$ cat config.mk
export PLATFORM = sky130hd
export DESIGN_NAME = pipereg_elastic
export DESIGN_NICKNAME = d
export VERILOG_FILES = /design/src/rtl/pipereg_elastic.sv
export SDC_FILE = /design/constraint.sdc
export NUM_CORES = 1
export LEC_CHECK = 0
export CORE_MARGIN = 5
export CORE_UTILIZATION = 50
export CTS_CLUSTER_SIZE = 28
export DETAILED_ROUTE_END_ITERATION = 10
export GPL_ROUTABILITY_DRIVEN = 1
export GPL_TIMING_DRIVEN = 0
export PLACE_DENSITY = 0.9
export SYNTH_ARGS = -nofsm -noshare
export SYNTH_HDL_FRONTEND = slang
export SYNTH_SLANG_ARGS = --single-unit
$ cat constraint.sdc
create_clock -name clk -period 2.2 [get_ports clk]
set_input_delay 0.44 -clock clk [delete_from_list [all_inputs] [get_ports clk]]
set_output_delay 0.44 -clock clk [all_outputs]
set_load 0.01 [all_outputs]
$ cat src/rtl/pipereg_elastic.sv
// pipereg_elastic
//   Elastic pipeline register for a stage boundary. Carries a control bundle
//   and a data bundle across a valid/ready handshake. It uses a two-entry skid
//   buffer (main + skid), so in_ready comes only from registered state and
//   never combinationally from out_ready. Flush drops everything held and
//   inserts a bubble. A saturating counter records back-pressure cycles.
// Ports
//   clk, rst          clock; synchronous active-high reset
//   flush             synchronous clear of held entries (in-flight input dropped)
//   in_valid/in_ready upstream handshake; in_ctrl/in_data upstream bundles
//   out_valid/out_ready downstream handshake; out_ctrl/out_data zero when idle
//   stall_cycles      cycles with out_valid && !out_ready (saturating)
module pipereg_elastic #(
    parameter int DATA_WIDTH = 32,
    parameter int CTRL_WIDTH = 8,
    parameter int CNT_WIDTH  = 16
) (
    input  logic                  clk,
    input  logic                  rst,
    input  logic                  flush,
    input  logic                  in_valid,
    output logic                  in_ready,
    input  logic [CTRL_WIDTH-1:0] in_ctrl,
    input  logic [DATA_WIDTH-1:0] in_data,
    output logic                  out_valid,
    input  logic                  out_ready,
    output logic [CTRL_WIDTH-1:0] out_ctrl,
    output logic [DATA_WIDTH-1:0] out_data,
    output logic [CNT_WIDTH-1:0]  stall_cycles
);

    localparam int W = CTRL_WIDTH + DATA_WIDTH;

    typedef enum logic [1:0] {EMPTY = 2'd0, ONE = 2'd1, FULL = 2'd2} state_t;

    state_t         state, state_next;
    logic [W-1:0]   main_q, skid_q;
    logic           in_fire, out_fire;
    logic           load_main_in, load_main_skid, load_skid;

    assign in_fire  = in_valid && in_ready;
    assign out_fire = out_valid && out_ready;

    // State register
    always_ff @(posedge clk) begin
        if (rst)        state <= EMPTY;
        else if (flush) state <= EMPTY;
        else            state <= state_next;
    end

    // Next state plus entry load enables
    always_comb begin
        state_next     = state;
        load_main_in   = 1'b0;
        load_main_skid = 1'b0;
        load_skid      = 1'b0;
        case (state)
            EMPTY: begin
                if (in_fire) begin
                    state_next   = ONE;
                    load_main_in = 1'b1;
                end
            end
            ONE: begin
                if (in_fire && out_fire) begin
                    load_main_in = 1'b1;
                end else if (in_fire) begin
                    // Downstream stalled: park the new beat behind main
                    state_next = FULL;
                    load_skid  = 1'b1;
                end else if (out_fire) begin
                    state_next = EMPTY;
                end
            end
            FULL: begin
                if (out_fire) begin
                    state_next     = ONE;
                    load_main_skid = 1'b1;
                end
            end
            default: state_next = EMPTY;
        endcase
    end

    // Outputs: ready depends only on registered state (and reset)
    always_comb begin
        in_ready  = !rst && (state != FULL);
        out_valid = (state != EMPTY);
        {out_ctrl, out_data} = out_valid ? main_q : '0;
    end

    // Entry storage
    always_ff @(posedge clk) begin
        if (rst || flush) begin
            main_q <= '0;
            skid_q <= '0;
        end else begin
            if (load_main_in)        main_q <= {in_ctrl, in_data};
            else if (load_main_skid) main_q <= skid_q;
            if (load_skid)           skid_q <= {in_ctrl, in_data};
        end
    end

    // Back-pressure counter; flush leaves it alone
    always_ff @(posedge clk) begin
        if (rst)
            stall_cycles <= '0;
        else if (out_valid && !out_ready && (stall_cycles != {CNT_WIDTH{1'b1}}))
            stall_cycles <= stall_cycles + CNT_WIDTH'(1);
    end

endmodule

After elaboration in Yosys (flattened, before gate mapping)
Index checks and enable logic that the tools add are counted.

storage, ports and cells
  flip-flop bits (word level) = 98
  RAM bits = 0
  input port bits = 45
  bits in read-only memories = 0
  bits in latches = 0
  word-level logic and storage cells = 43
  output and inout port bits = 58
  memories = 0

operators by class
  reductions and logical operators = 14
  multiply operators = 0
  bitwise logic cells = 0
  $lt $le $gt $ge = 0
  multiplexer cells = 16
  divide/modulo/power cells = 0
  add/sub/neg operators = 1
  eq/ne operators = 8
  shift-type cells = 0

operators by type and width
  operator               count
  $mux 40                3
  $add 16x1->16 const B  1
  $ne 16x16->1 const B   1
  $mux 2                 5
  $ne 2x2->1 const B     4
  $logic_and 1x1->1      6
  $mux 1                 6
  $pmux 2 s3             1
  $reduce_and 4->1       1
  $reduce_bool 2->1      2
  $ne 3x3->1 const B     1
  $eq 2x1->1 const B     1
  $eq 2x2->1 const B     1
  $logic_not 1->1        2
  $logic_not 2->1        1
  $pmux 1 s2             1
  $reduce_or 2->1        1
  $logic_or 1x1->1       1

Depth between registers and ports, before layout
Gate-level depths: netlist (run 1).

  word-level depth = 7
  depth in mapped cells = 6
  gate-level depth less buffers = 5

Worst setup path before layout (run 1)
OpenSTA, ideal clock, no wires.

  path kind = in2reg
  from = input out_ready
  to = register stall_cycles[13]
  data required time = 2.079 ns
  arrival = 1.622 ns
  path buffers = 2
  setup time = 0.121 ns
  stages = 6
  setup slack = 0.458 ns
  cells stage by stage = buf_6 > o21ba_4 > buf_6 > nand4_4 > nor4_1 > mux2_2

on the way
  longest elaborated chain between the ends = 3

ends and longest elaborated chain
  item                             line  RTL
  start: declaration               26    input logic out_ready,
  $logic_not 1->1                  108   else if (out_valid && !out_ready && (stall_cycles != {CNT_WIDTH{1'b1}}))
  $logic_and 1x1->1 (2 in series)  108
  end signal: assignment           109   stall_cycles <= stall_cycles + CNT_WIDTH'(1);
  end: declaration                 29    output logic [CNT_WIDTH-1:0] stall_cycles

Every way passes these cells.
A chain may end at the register's enable or synchronous reset.

Worst setup path after layout (run 1)
  from = register state[1]
  to = output out_data[22]

on the way
  longest elaborated chain between the ends = 2

ends and longest elaborated chain
  item                      line  RTL
  start: declaration        36    state_t state, state_next;
  start signal: assignment  48    else state <= state_next;
  $reduce_bool 2->1         88    out_valid = (state != EMPTY);
  $mux 40                   89    {out_ctrl, out_data} = out_valid ? main_q : '0;
  end: declaration          28    output logic [DATA_WIDTH-1:0] out_data,

Every way passes these cells.

==> flow_summary_export.csv, run 1 <==
group,metric,value,unit
synthesis,synthSimpleGateAreaFrac,32.3,%
route,topRoutingLayerUsed,"met4",
critical_path,cp_slowest_cell,"clkdlybuf4s50_1",
floorplanning,start_util,51.1,%
cts,postCtsHoldBufs,0,
status,status,"finished, final reports clean",
place,hpwl,9120,um
global_route,grt_first_pass_wirelength,20800,um
floorplanning,num_rows,34,
synthesis,synth.yosys.seq_area_share,44.2,%
sta,finalWorstSetupSlack,0.0544,ns
route,dr_wl_met2,6360,um
sta,rsz0062_at_grt,"false",
route,wl_per_cell,16.0,um
cts,cts_setup_buffers,0,
synthesis,syn_area,4440,um2
floorplanning,die_x,104,um
cts,clkSinkCount,98,
floorplanning,io_pins,103,
power_and_ir_drop,ir_drop,0.337,mV
cells_and_area,instances_no_fill,791,
synthesis,synth_cell_type_count,37,
cells_and_area,drive_above_1_share,6.30,%
route,drt_wl_total,12700,um
global_route,grt_start_max_net_pins,17,
synthesis,synth_mux_area_share,2.26,%
route,drcViolationCount,0,
sta,final.period_utilization,97.5,%
power_and_ir_drop,p_leak,2.17,nW
critical_path,arrival,1.71,ns
critical_path,cp-start-kind,"register",
synthesis,syn_avg_cell_area,7.80,um2
route,postRouteAntennaNets,0,
sta,fin_crit,2.15,ns
synthesis,ys_seq_elements,98,
route,wl_met3,768,um
synthesis,yosysWarnings,0,
place,place_ws,-0.623,ns
cells_and_area,fill_cells,677,
route,met1_length,5200,um
power_and_ir_drop,total_power,0.00323,W
cells_and_area,regArea,1970,um2
cells_and_area,antennaDiodeCount,0,
cells_and_area,multiInputGateArea,2260,um2
critical_path,crit_fanout,10,
cts,root_buffer,"clkbuf_8",
cells_and_area,nNetsFinal,726,
sta,maxSlewViolCount,0,
global_route,grt.total_usage,22.6,%
worst_hold_path,worstHoldPathType,"input pin to register",
place,gp_congestion,0.859,
cts,cts-buffers-inserted,9,
global_route,grt_overflow,0,
cells_and_area,syn2layout_area_growth,31.7,%
route,drt-initial-drc-count,375,
synthesis,synth_compound_area_share,16.0,%
flow_run,cap_violations,0,
cts,cts_tree,"yes",
sta,fin_worst_skew,0.0101,ns
critical_path,required,1.76,ns
sta,tightest_slew,0.523,ns
sta,hold_viol,0,
global_route,antenna_found_initial,0,
cts,clk_pin_slew,0.09,ns
route,vias_per_cell,5.76,
synthesis,synthArstFlopShare,0,%
cts,clock_path_buffers,2,
critical_path,critPathMaxStageDelay,0.48,ns
cts,worstSkewPairLatency,0.36,ns
synthesis,syn-num-nets,615,
sta,setup_violations,0,
place,io_buffers,101,
synthesis,synth_top_family_by_area,"simple AND/OR/NAND/NOR gates",
floorplanning,dieArea,10900,um2
synthesis,synth_xor_area_share,0,%
floorplanning,chipHeight,104,um
critical_path,path_class,"register to output port",
place,placed_cells,778,
global_route,grt_pass1_vias,4390,
sta,slew_headroom,65.1,%
route,firstDrtPassIters,7,
floorplanning,core,8680,um2
power_and_ir_drop,p_per_area,553,nW/um2
synthesis,synthAdderAreaFrac,0.282,%
synthesis,synthFlopType,"dfxtp_1",
critical_path,end_kind,"output port",
synthesis,synth_edf_count,0,
cells_and_area,layout_commonest_cell,"nand2_1",
critical_path,crit_chain,"nor2_4 -> clkbuf_4 -> nor2b_1 -> clkdlybuf4s50_1",
cts,htree_levels,3,
cells_and_area,layout_common_cells,"nand2_1, dfxtp_1, clkdlybuf4s50_1",
synthesis,synth_cells,569,
sta,fmax,0.466,GHz
route,vias,4560,
[timing repair]
| item | CTS | global route |
|---|---|---|
| pin swaps | 0 | 0 |
| endpoints found under the hold margin | 0 | 0 |
| gates resized for setup | 21 | 19 |
| endpoints found under the setup margin | 47 | 19 |
[final cells by class]
cell class,instances,share of cell area [%]
clock inverters,2,0.214
multi-input cells,418,38.7
well taps,108,2.31
clock buffers,12,2.83
flip-flops and latches,98,33.7
plain buffers,48,3.94
inverters,4,0.257
repair buffers,101,18.0
[stage by stage]
stage | utilization [%] | area [um2] | hold WS, ns | TNS, ns
6_report | 67.3 | 5840 | 0.424 | 0
5_1_grt | 67.3 | 5840 | 0.455 | 0
4_1_cts | 66.8 | 5800 | 0.410 | 0
3_5_place_dp | 64.3 | 5580 | 0.447 | -28.16
3_3_place_gp | 64.3 | 5580 | 0.442 | -19.61
2_1_floorplan | - | 4440 | 0.437 | 0
[cells by family (layout without fill, tap and decap cells)]
kind of cell    count (synthesis)  in the layout
simple gates                  304            304
compound gates                104            104
flops                          98             98
buf+inv                        53            167
mux                             9              9
fa+ha+maj                       1              1
[worst max-delay path, delay by kind of cell, from the launching register on]
family                 cells  cell delay [ns]
buffers and inverters      2             0.72
AND/OR/NAND/NOR            2             0.24
flip-flops                 1             0.38
[synthesized netlist by cell type (all sizes together) (3+ instances only)]
| cell type | instances | area share (%) |
|---|---|---|
| nand2 | 129 | 11 |
| dfxtp | 98 | 44 |
| nor2 | 52 | 4.4 |
| a21oi | 51 | 5.8 |
| nor2b | 51 | 7.2 |
| nand3 | 44 | 5.0 |
| clkbuf | 41 | 3.5 |
| a311oi | 40 | 7.9 |
| buf | 8 | 1.2 |
| mux2 | 8 | 2.0 |
| nand2b | 5 | 0.71 |
| inv | 4 | 0.34 |
| nand4 | 4 | 0.90 |
| nor3 | 4 | 0.71 |
| or4 | 4 | 0.68 |
| a211oi | 3 | 0.51 |
| o21ai | 3 | 0.34 |
[sequential cells by signal (all words and copies together), names as in the netlist]
name          count
main_q           40
skid_q           40
stall_cycles     16
state             2
[per-layer routing]
metal	GRT usage [%]	vias up
met1	27.8	2149
met3	3.54	29
met5	0	-
met4	10.7	0
li1	-	2172
met2	38.5	210
[report_power, final]
group / internal [W] / total (W) / switching, W
clock network: 0.000491 / 0.00109 / 0.000597
registers: 0.00180 / 0.00182 / 0.0000174
logic: 0.000148 / 0.000322 / 0.000174
[worst paths after layout]
kind                                                    from                       endpoint  slack (ns)  depth (start not counted)
worst min-delay path                               out_ready         main_q[3]$_SDFFE_PP0P_        0.42                          3
worst max-delay path                   state[1]$_SDFFE_PP0P_                   out_data[22]        0.05                          4
worst max register to register  stall_cycles[0]$_SDFFE_PP0P_  stall_cycles[12]$_SDFFE_PP0P_        0.33                          5
worst min register to register       skid_q[12]$_SDFFE_PP0P_        skid_q[12]$_SDFFE_PP0P_        0.46                          2
(Power assumes the default switching activity.)
==> inputs of run 2 (changes only) <==
- ABC_AREA: default -> 1
- CORE_UTILIZATION: 50 -> 42
- PLACE_DENSITY: 0.9 -> 0.79
==> run 2 against run 1 <==
Compared with the run above:
- via count increased by 3.2%
- clock skew increased by 0.0028 ns
- power increased by 1.9%
- synthesized cell count increased by 14%
- die area increased by 18%
- register-to-register slack got worse by 0.04 ns
- critical path type unchanged
- largest cell class unchanged
==> flow_summary_export.csv, run 2 <==
group,metric,value,unit
cts,htree_levels,3,
floorplanning,start_util,43.1,%
cells_and_area,largestRegisters,"main_q: 40 flops, skid_q: 40 flops, stall_cycles: 16 flops",
critical_path,rr_worst_depth,8,
worst_hold_path,worstHoldStart,"rst",
sta,hold_viol,0,
sta,rsz0062_at_grt,"true",
route,postRouteAntennaNets,0,
cts,cts_tree,"yes",
floorplanning,io_pins,103,
cells_and_area,nNetsFinal,808,
critical_path,cp-start-kind,"register",
critical_path,end_kind,"output port",
cells_and_area,layout_common_cells,"nor2_1, dfxtp_1, clkdlybuf4s50_1",
floorplanning,die_x,113,um
cells_and_area,post-route-util,56.7,%
critical_path,path_class,"register to output port",
global_route,grt.total_usage,20.2,%
cells_and_area,instances_no_fill,903,
critical_path,crit_fanout,10,
flow_run,cap_violations,0,
sta,fin_crit,2.15,ns
route,wl_per_cell,14.4,um
synthesis,synth_cells,651,
synthesis,synthFlopType,"dfxtp_1",
critical_path,critPathMaxStageDelay,0.48,ns
critical_path,crit_chain,"nor2_4 -> clkbuf_4 -> nor2_1 -> clkdlybuf4s50_1",
synthesis,syn_avg_cell_area,6.86,um2
cts,postCtsHoldBufs,0,
global_route,grt_overflow,0,
cells_and_area,antennaDiodeCount,0,
global_route,antenna_found_initial,0,
synthesis,syn_area,4470,um2
floorplanning,dieArea,12800,um2
critical_path,critPathLaunch,"state[0]$_SDFFE_PP0P_",
global_route,grt_start_max_net_pins,18,
cells_and_area,drive_above_1_share,7.43,%
route,firstDrtPassIters,5,
cells_and_area,syn2layout_area_growth,31.6,%
global_route,grt_pass1_vias,4578,
route,vias,4708,
power_and_ir_drop,seq_power_share,55.1,%
power_and_ir_drop,comb_power_share,9.8,%
cts,worstSkewPairLatency,0.37,ns
route,vias_per_cell,5.21,
cts,clk_pin_slew,0.10,ns
cts,cts_setup_buffers,0,
synthesis,synth_cell_type_count,26,
cells_and_area,layout_commonest_cell,"nor2_1",
floorplanning,core,10400,um2
place,io_buffers,101,
cts,cts-buffers-inserted,9,
status,status,"finished, final reports clean",
cts,root_buffer,"clkbuf_8",
worst_hold_path,worstHoldPathType,"input pin to register",
cts,clock_path_buffers,2,
global_route,grt_first_pass_wirelength,21600,um
critical_path,arrival,1.71,ns
cts,clkSinkCount,98,
synthesis,synth_top_area_share,43.9,%
power_and_ir_drop,switching_share,25.9,%
power_and_ir_drop,power_switching,0.000853,W
synthesis,syn-num-nets,697,
place,gp_congestion,0.911,
worst_hold_path,hold_path_depth,2,
power_and_ir_drop,p_per_area,560,nW/um2
sta,tightest_slew,0.505,ns
floorplanning,chipHeight,113,um
floorplanning,num_rows,37,
synthesis,ys_seq_elements,98,
power_and_ir_drop,ir_drop,0.329,mV
sta,setup_violations,0,
synthesis,yosysWarnings,0,
sta,final.period_utilization,97.9,%
route,drt-initial-drc-count,354,
critical_path,cp_slowest_cell,"clkdlybuf4s50_1",
route,drcViolationCount,0,
power_and_ir_drop,p_int,0.00244,W
power_and_ir_drop,p_clk_share,35.1,%
synthesis,synthArstFlopShare,0,%
route,drt_wl_total,13000,um
place,placed_cells,888,
synthesis,synth_edf_count,0,
synthesis,synth.yosys.seq_area_share,43.9,%
synthesis,synth_top_cells_by_count,"nor2_1, dfxtp_1, o21ai_0",
sta,fin_worst_skew,0.0129,ns
critical_path,r2r-start,"stall_cycles[0]$_SDFFE_PP0P_",
cells_and_area,fill_cells,1001,
critical_path,required,1.76,ns
sta,maxSlewViolCount,0,
place,hpwl,9460,um
synthesis,synth_area_leaders,"dfxtp_1, nor2_1, o21ai_0",
power_and_ir_drop,p_leak,2.28,nW
sta,fmax,0.464,GHz
synthesis,synth_top_area_cell,"dfxtp_1",
synthesis,synth.most_common_cell,"nor2_1",
sta,slew_headroom,66.3,%
## run 2: changes by cell type in the layout (fill, tap and decap cells not counted), moves of 7 or more
cell | previous run | this run
nor2_1 | 51 | 181
o21ai_0 | 3 | 90
nand2_1 | 129 | 59
nor2b_1 | 51 | 0
inv_1 | 4 | 52
a311oi_1 | 40 | 1
nand3_1 | 44 | 11
o21ai_1 | 0 | 33
clkbuf_1 | 34 | 22
dlymetal6s2s_1 | 17 | 6
a21oi_2 | 0 | 10
clkdlybuf4s50_1 | 82 | 91
mux2_2 | 8 | 0
a21oi_1 | 51 | 44
## run 2: cell type report
class / count / area, um2 / area share, %
Buffer: 39 / 185 / 3.15
Clock buffer: 11 / 151 / 2.58
Clock inverter: 5 / 45.0 / 0.766
Inverter: 57 / 214 / 3.64
Multi-Input combinational cell: 456 / 2130 / 36.2
Sequential cell: 98 / 1970 / 33.5
Tap cell: 136 / 170 / 2.89
Timing Repair Buffer: 101 / 1020 / 17.4
## run 2: cells by family (layout without fill, tap and decap cells)
logic type / count (synthesis) / count (layout) / share of synthesized area (%)
simple gates: 268 / 268 / 24.4
compound gates: 180 / 180 / 21.4
flops: 98 / 98 / 43.9
buf+inv: 97 / 213 / 8.68
xor+xnor: 7 / 7 / 1.37
fa+ha+maj: 1 / 1 / 0.280
## run 2: power groups by stage
stage	Sequential, W	Clock [W]	Combinational (W)
5_1_grt	0.00182	0.00125	0.000356
6_report	0.00181	0.00116	0.000322
4_1_cts	0.00181	0.00117	0.000320
3_3_place_gp	0.00185	0	0.000306
3_5_place_dp	0.00185	0	0.000316
2_1_floorplan	0.00185	0	0.000160
## run 2: metrics by stage
step,TNS (ns),cell area (um2),setup WS [ns],hold slack [ns],power [W]
after floorplan,0,4470,0.554,0.449,0.00201
after global placement,-0.327,5650,-0.0985,0.460,0.00216
after detailed placement,-2.88,5650,-0.105,0.472,0.00217
after CTS,0,5860,0.00351,0.478,0.00331
after global routing,-0.357,5880,-0.0316,0.479,0.00342
final,0,5880,0.0452,0.483,0.00329
## run 2: critical path: cells and delay by family, from the launching register on
kind / cells / cell delay [ns]
AND/OR/NAND/NOR: 2 / 0.23
flip-flops: 1 / 0.38
buffers and inverters: 2 / 0.73
## run 2: final timing paths
kind,end,slack [ns]
setup / recovery,out_data[1],0.05
setup reg to reg,stall_cycles[8]$_SDFFE_PP0P_,0.29
hold reg to reg,main_q[30]$_SDFFE_PP0P_,0.49
hold / removal,stall_cycles[9]$_SDFFE_PP0P_,0.48
## run 2: layer usage
metal | track usage, % | part of all wire [%] | routed length [um] | up-vias
li1 | - | - | - | 2308
met4 | 5.53 | 2.0 | 266 | 0
met5 | 0 | 0 | 0 | -
met2 | 35.1 | 50 | 6440 | 176
met1 | 25.3 | 42 | 5490 | 2197
met3 | 4.33 | 6.1 | 795 | 27
## run 2: repair_timing
item / in CTS / in global routing
gates resized for setup: 15 / 9
setup endpoints to repair: 42 / 34
pin swaps: 0 / 0
hold endpoints to repair: 0 / 0
==> inputs of run 3 (changes only) <==
- CAP_MARGIN: default -> 10
- TNS_END_PERCENT: default -> 5
==> run 3 against run 2 <==
Compared with the run above:
- utilization barely moved
- critical endpoint unchanged
- clock skew barely moved
- highest routed layer unchanged
- first-iteration DRC count fell by 6.5%
- final area barely moved
==> flow_summary_export.csv, run 3 (same netlist as run 2, synthesis figures left out) <==
group,metric,value,unit
cells_and_area,layout_common_cells,"nor2_1, dfxtp_1, o21ai_0",
critical_path,path_class,"register to output port",
route,drt-initial-drc-count,331,
route,vias_per_cell,5.19,
global_route,grt_overflow,0,
sta,setup_violations,0,
worst_hold_path,hold_path_depth,2,
sta,fin_crit,2.16,ns
flow_run,cap_violations,0,
cells_and_area,fill_cells,1002,
cells_and_area,layout_commonest_cell,"nor2_1",
global_route,grt.total_usage,20.2,%
power_and_ir_drop,p_int,0.00244,W
route,vias,4685,
floorplanning,io_pins,103,
cells_and_area,regArea,1960,um2
power_and_ir_drop,p_per_area,562,nW/um2
global_route,grt_pass1_vias,4578,
floorplanning,chipHeight,113,um
cells_and_area,largestRegisters,"main_q: 40 flops, skid_q: 40 flops, stall_cycles: 16 flops",
floorplanning,die_x,113,um
place,gp_congestion,0.911,
cells_and_area,nNetsFinal,808,
cts,cts_tree,"yes",
critical_path,arrival,1.72,ns
cts,clkSinkCount,98,
place,hpwl,9460,um
cells_and_area,drive_above_1_share,7.30,%
cells_and_area,post-route-util,56.7,%
cts,clock_path_buffers,2,
sta,maxSlewViolCount,0,
status,status,"finished, final reports clean",
worst_hold_path,worstHoldPathType,"input pin to register",
cts,worstSkewPairLatency,0.37,ns
place,place_area,5650,um2
floorplanning,start_util,43.1,%
power_and_ir_drop,switching_share,26.2,%
cts,root_buffer,"clkbuf_8",
cells_and_area,syn2layout_area_growth,31.6,%
floorplanning,dieArea,12800,um2
global_route,antenna_found_initial,0,
sta,hold_ws,0.477,ns
critical_path,required,1.76,ns
route,drcViolationCount,0,
route,wl_per_cell,14.5,um
power_and_ir_drop,p_clk_share,35.4,%
cts,clk_pin_slew,0.10,ns
worst_hold_path,worstHoldStart,"rst",
cts,htree_levels,3,
route,drt_wl_total,13100,um
cts,cts-buffers-inserted,9,
power_and_ir_drop,p_leak,2.31,nW
sta,final.period_utilization,98.2,%
sta,hold_viol,0,
sta,tightest_slew,0.515,ns
power_and_ir_drop,comb_power_share,9.8,%
cells_and_area,multiInputGateArea,2130,um2
sta,rsz0062_at_grt,"true",
floorplanning,core,10400,um2
critical_path,reg2reg_to,"stall_cycles[8]$_SDFFE_PP0P_",
sta,fmax,0.463,GHz
route,firstDrtPassIters,6,
critical_path,cp-start-kind,"register",
power_and_ir_drop,power_switching,0.000867,W
cts,cts_setup_buffers,0,
critical_path,rr_worst_depth,8,
worst_hold_path,hold_path_end,"stall_cycles[9]$_SDFFE_PP0P_",
cells_and_area,antennaDiodeCount,0,
critical_path,crit_fanout,10,
route,postRouteAntennaNets,0,
critical_path,ff2ff_setup_slack,0.30,ns
global_route,grt_first_pass_wirelength,21600,um
critical_path,end_kind,"output port",
sta,fin_worst_skew,0.0128,ns
floorplanning,num_rows,37,
power_and_ir_drop,ir_drop,0.331,mV
power_and_ir_drop,seq_power_share,54.9,%
sta,slew_headroom,65.7,%
global_route,grt_start_max_net_pins,18,
critical_path,r2r-start,"stall_cycles[0]$_SDFFE_PP0P_",
cells_and_area,fin_area,5880,um2
place,io_buffers,101,
==> run 3: changes by cell type in the layout (fill, tap and decap cells not counted), sizes merged <==
| cell | previous run | this run |
|---|---|---|
| clkdlybuf4s50 | 91 | 89 |
| buf | 14 | 17 |
| dlymetal6s2s | 6 | 8 |
| clkbuf | 36 | 33 |
==> run 3: per-stage QoR <==
stage	power [W]	worst slack, ns	std cells	setup TNS [ns]
finish	0.00331	0.0406	903	0
global route	0.00342	-0.0167	903	-0.0394
CTS	0.00331	0.00351	903	0
detailed placement	0.00217	-0.105	888	-2.88
global placement	0.00216	-0.0985	888	-0.327
floorplan	0.00201	0.554	651	0
==> run 3: timing repair <==
item	in CTS	in global routing
endpoints found under the hold margin	0	0
hold buffers	0	0
resized for setup	15	12
setup endpoints to repair	42	34
==> run 3: per-layer routing <==
layer  global-route usage [%]  wire length (um)
met3                     4.33               865
met2                     35.1              6500
met1                     25.3              5440
met4                     5.53               255
met5                        0                 0
==> run 3: worst max-delay path, cell delays in order (launching register included) <==
cell             delay, ns
dfxtp_2               0.41
nor2_4                0.07
buf_4                 0.18
nor2_1                0.13
clkdlybuf4s50_1       0.56
==> run 3: final cells by class <==
| type | instances | share of cell area [%] |
|---|---|---|
| plain buffers | 39 | 3.15 |
| clock buffers | 11 | 2.57 |
| clock inverters | 5 | 0.766 |
| inverters | 57 | 3.64 |
| multi-input cells | 456 | 36.1 |
| flip-flops and latches | 98 | 33.4 |
| well taps | 136 | 2.89 |
| repair buffers | 101 | 17.4 |
==> run 3: worst max path at each step <==
stage / start / endpoint / slack (ns) / depth (start not counted)
after floorplan: stall_cycles[0]$_SDFFE_PP0P_ / stall_cycles[6]$_SDFFE_PP0P_ / 0.55 / 9
after global placement: rst / in_ready / -0.1 / 4
after detailed placement: rst / in_ready / -0.11 / 4
after CTS: state[0]$_SDFFE_PP0P_ / out_data[26] / 0.004 / 4
after global routing: state[0]$_SDFFE_PP0P_ / out_ctrl[2] / -0.02 / 4
final: state[0]$_SDFFE_PP0P_ / out_data[1] / 0.04 / 4
==> run 3: power by group through the flow <==
stage	sequential, W	combinational (W)	clock [W]
after floorplan	0.00185	0.000160	0
after global placement	0.00185	0.000306	0
after detailed placement	0.00185	0.000316	0
after CTS	0.00181	0.000320	0.00117
after global routing	0.00182	0.000356	0.00125
final	0.00181	0.000322	0.00117
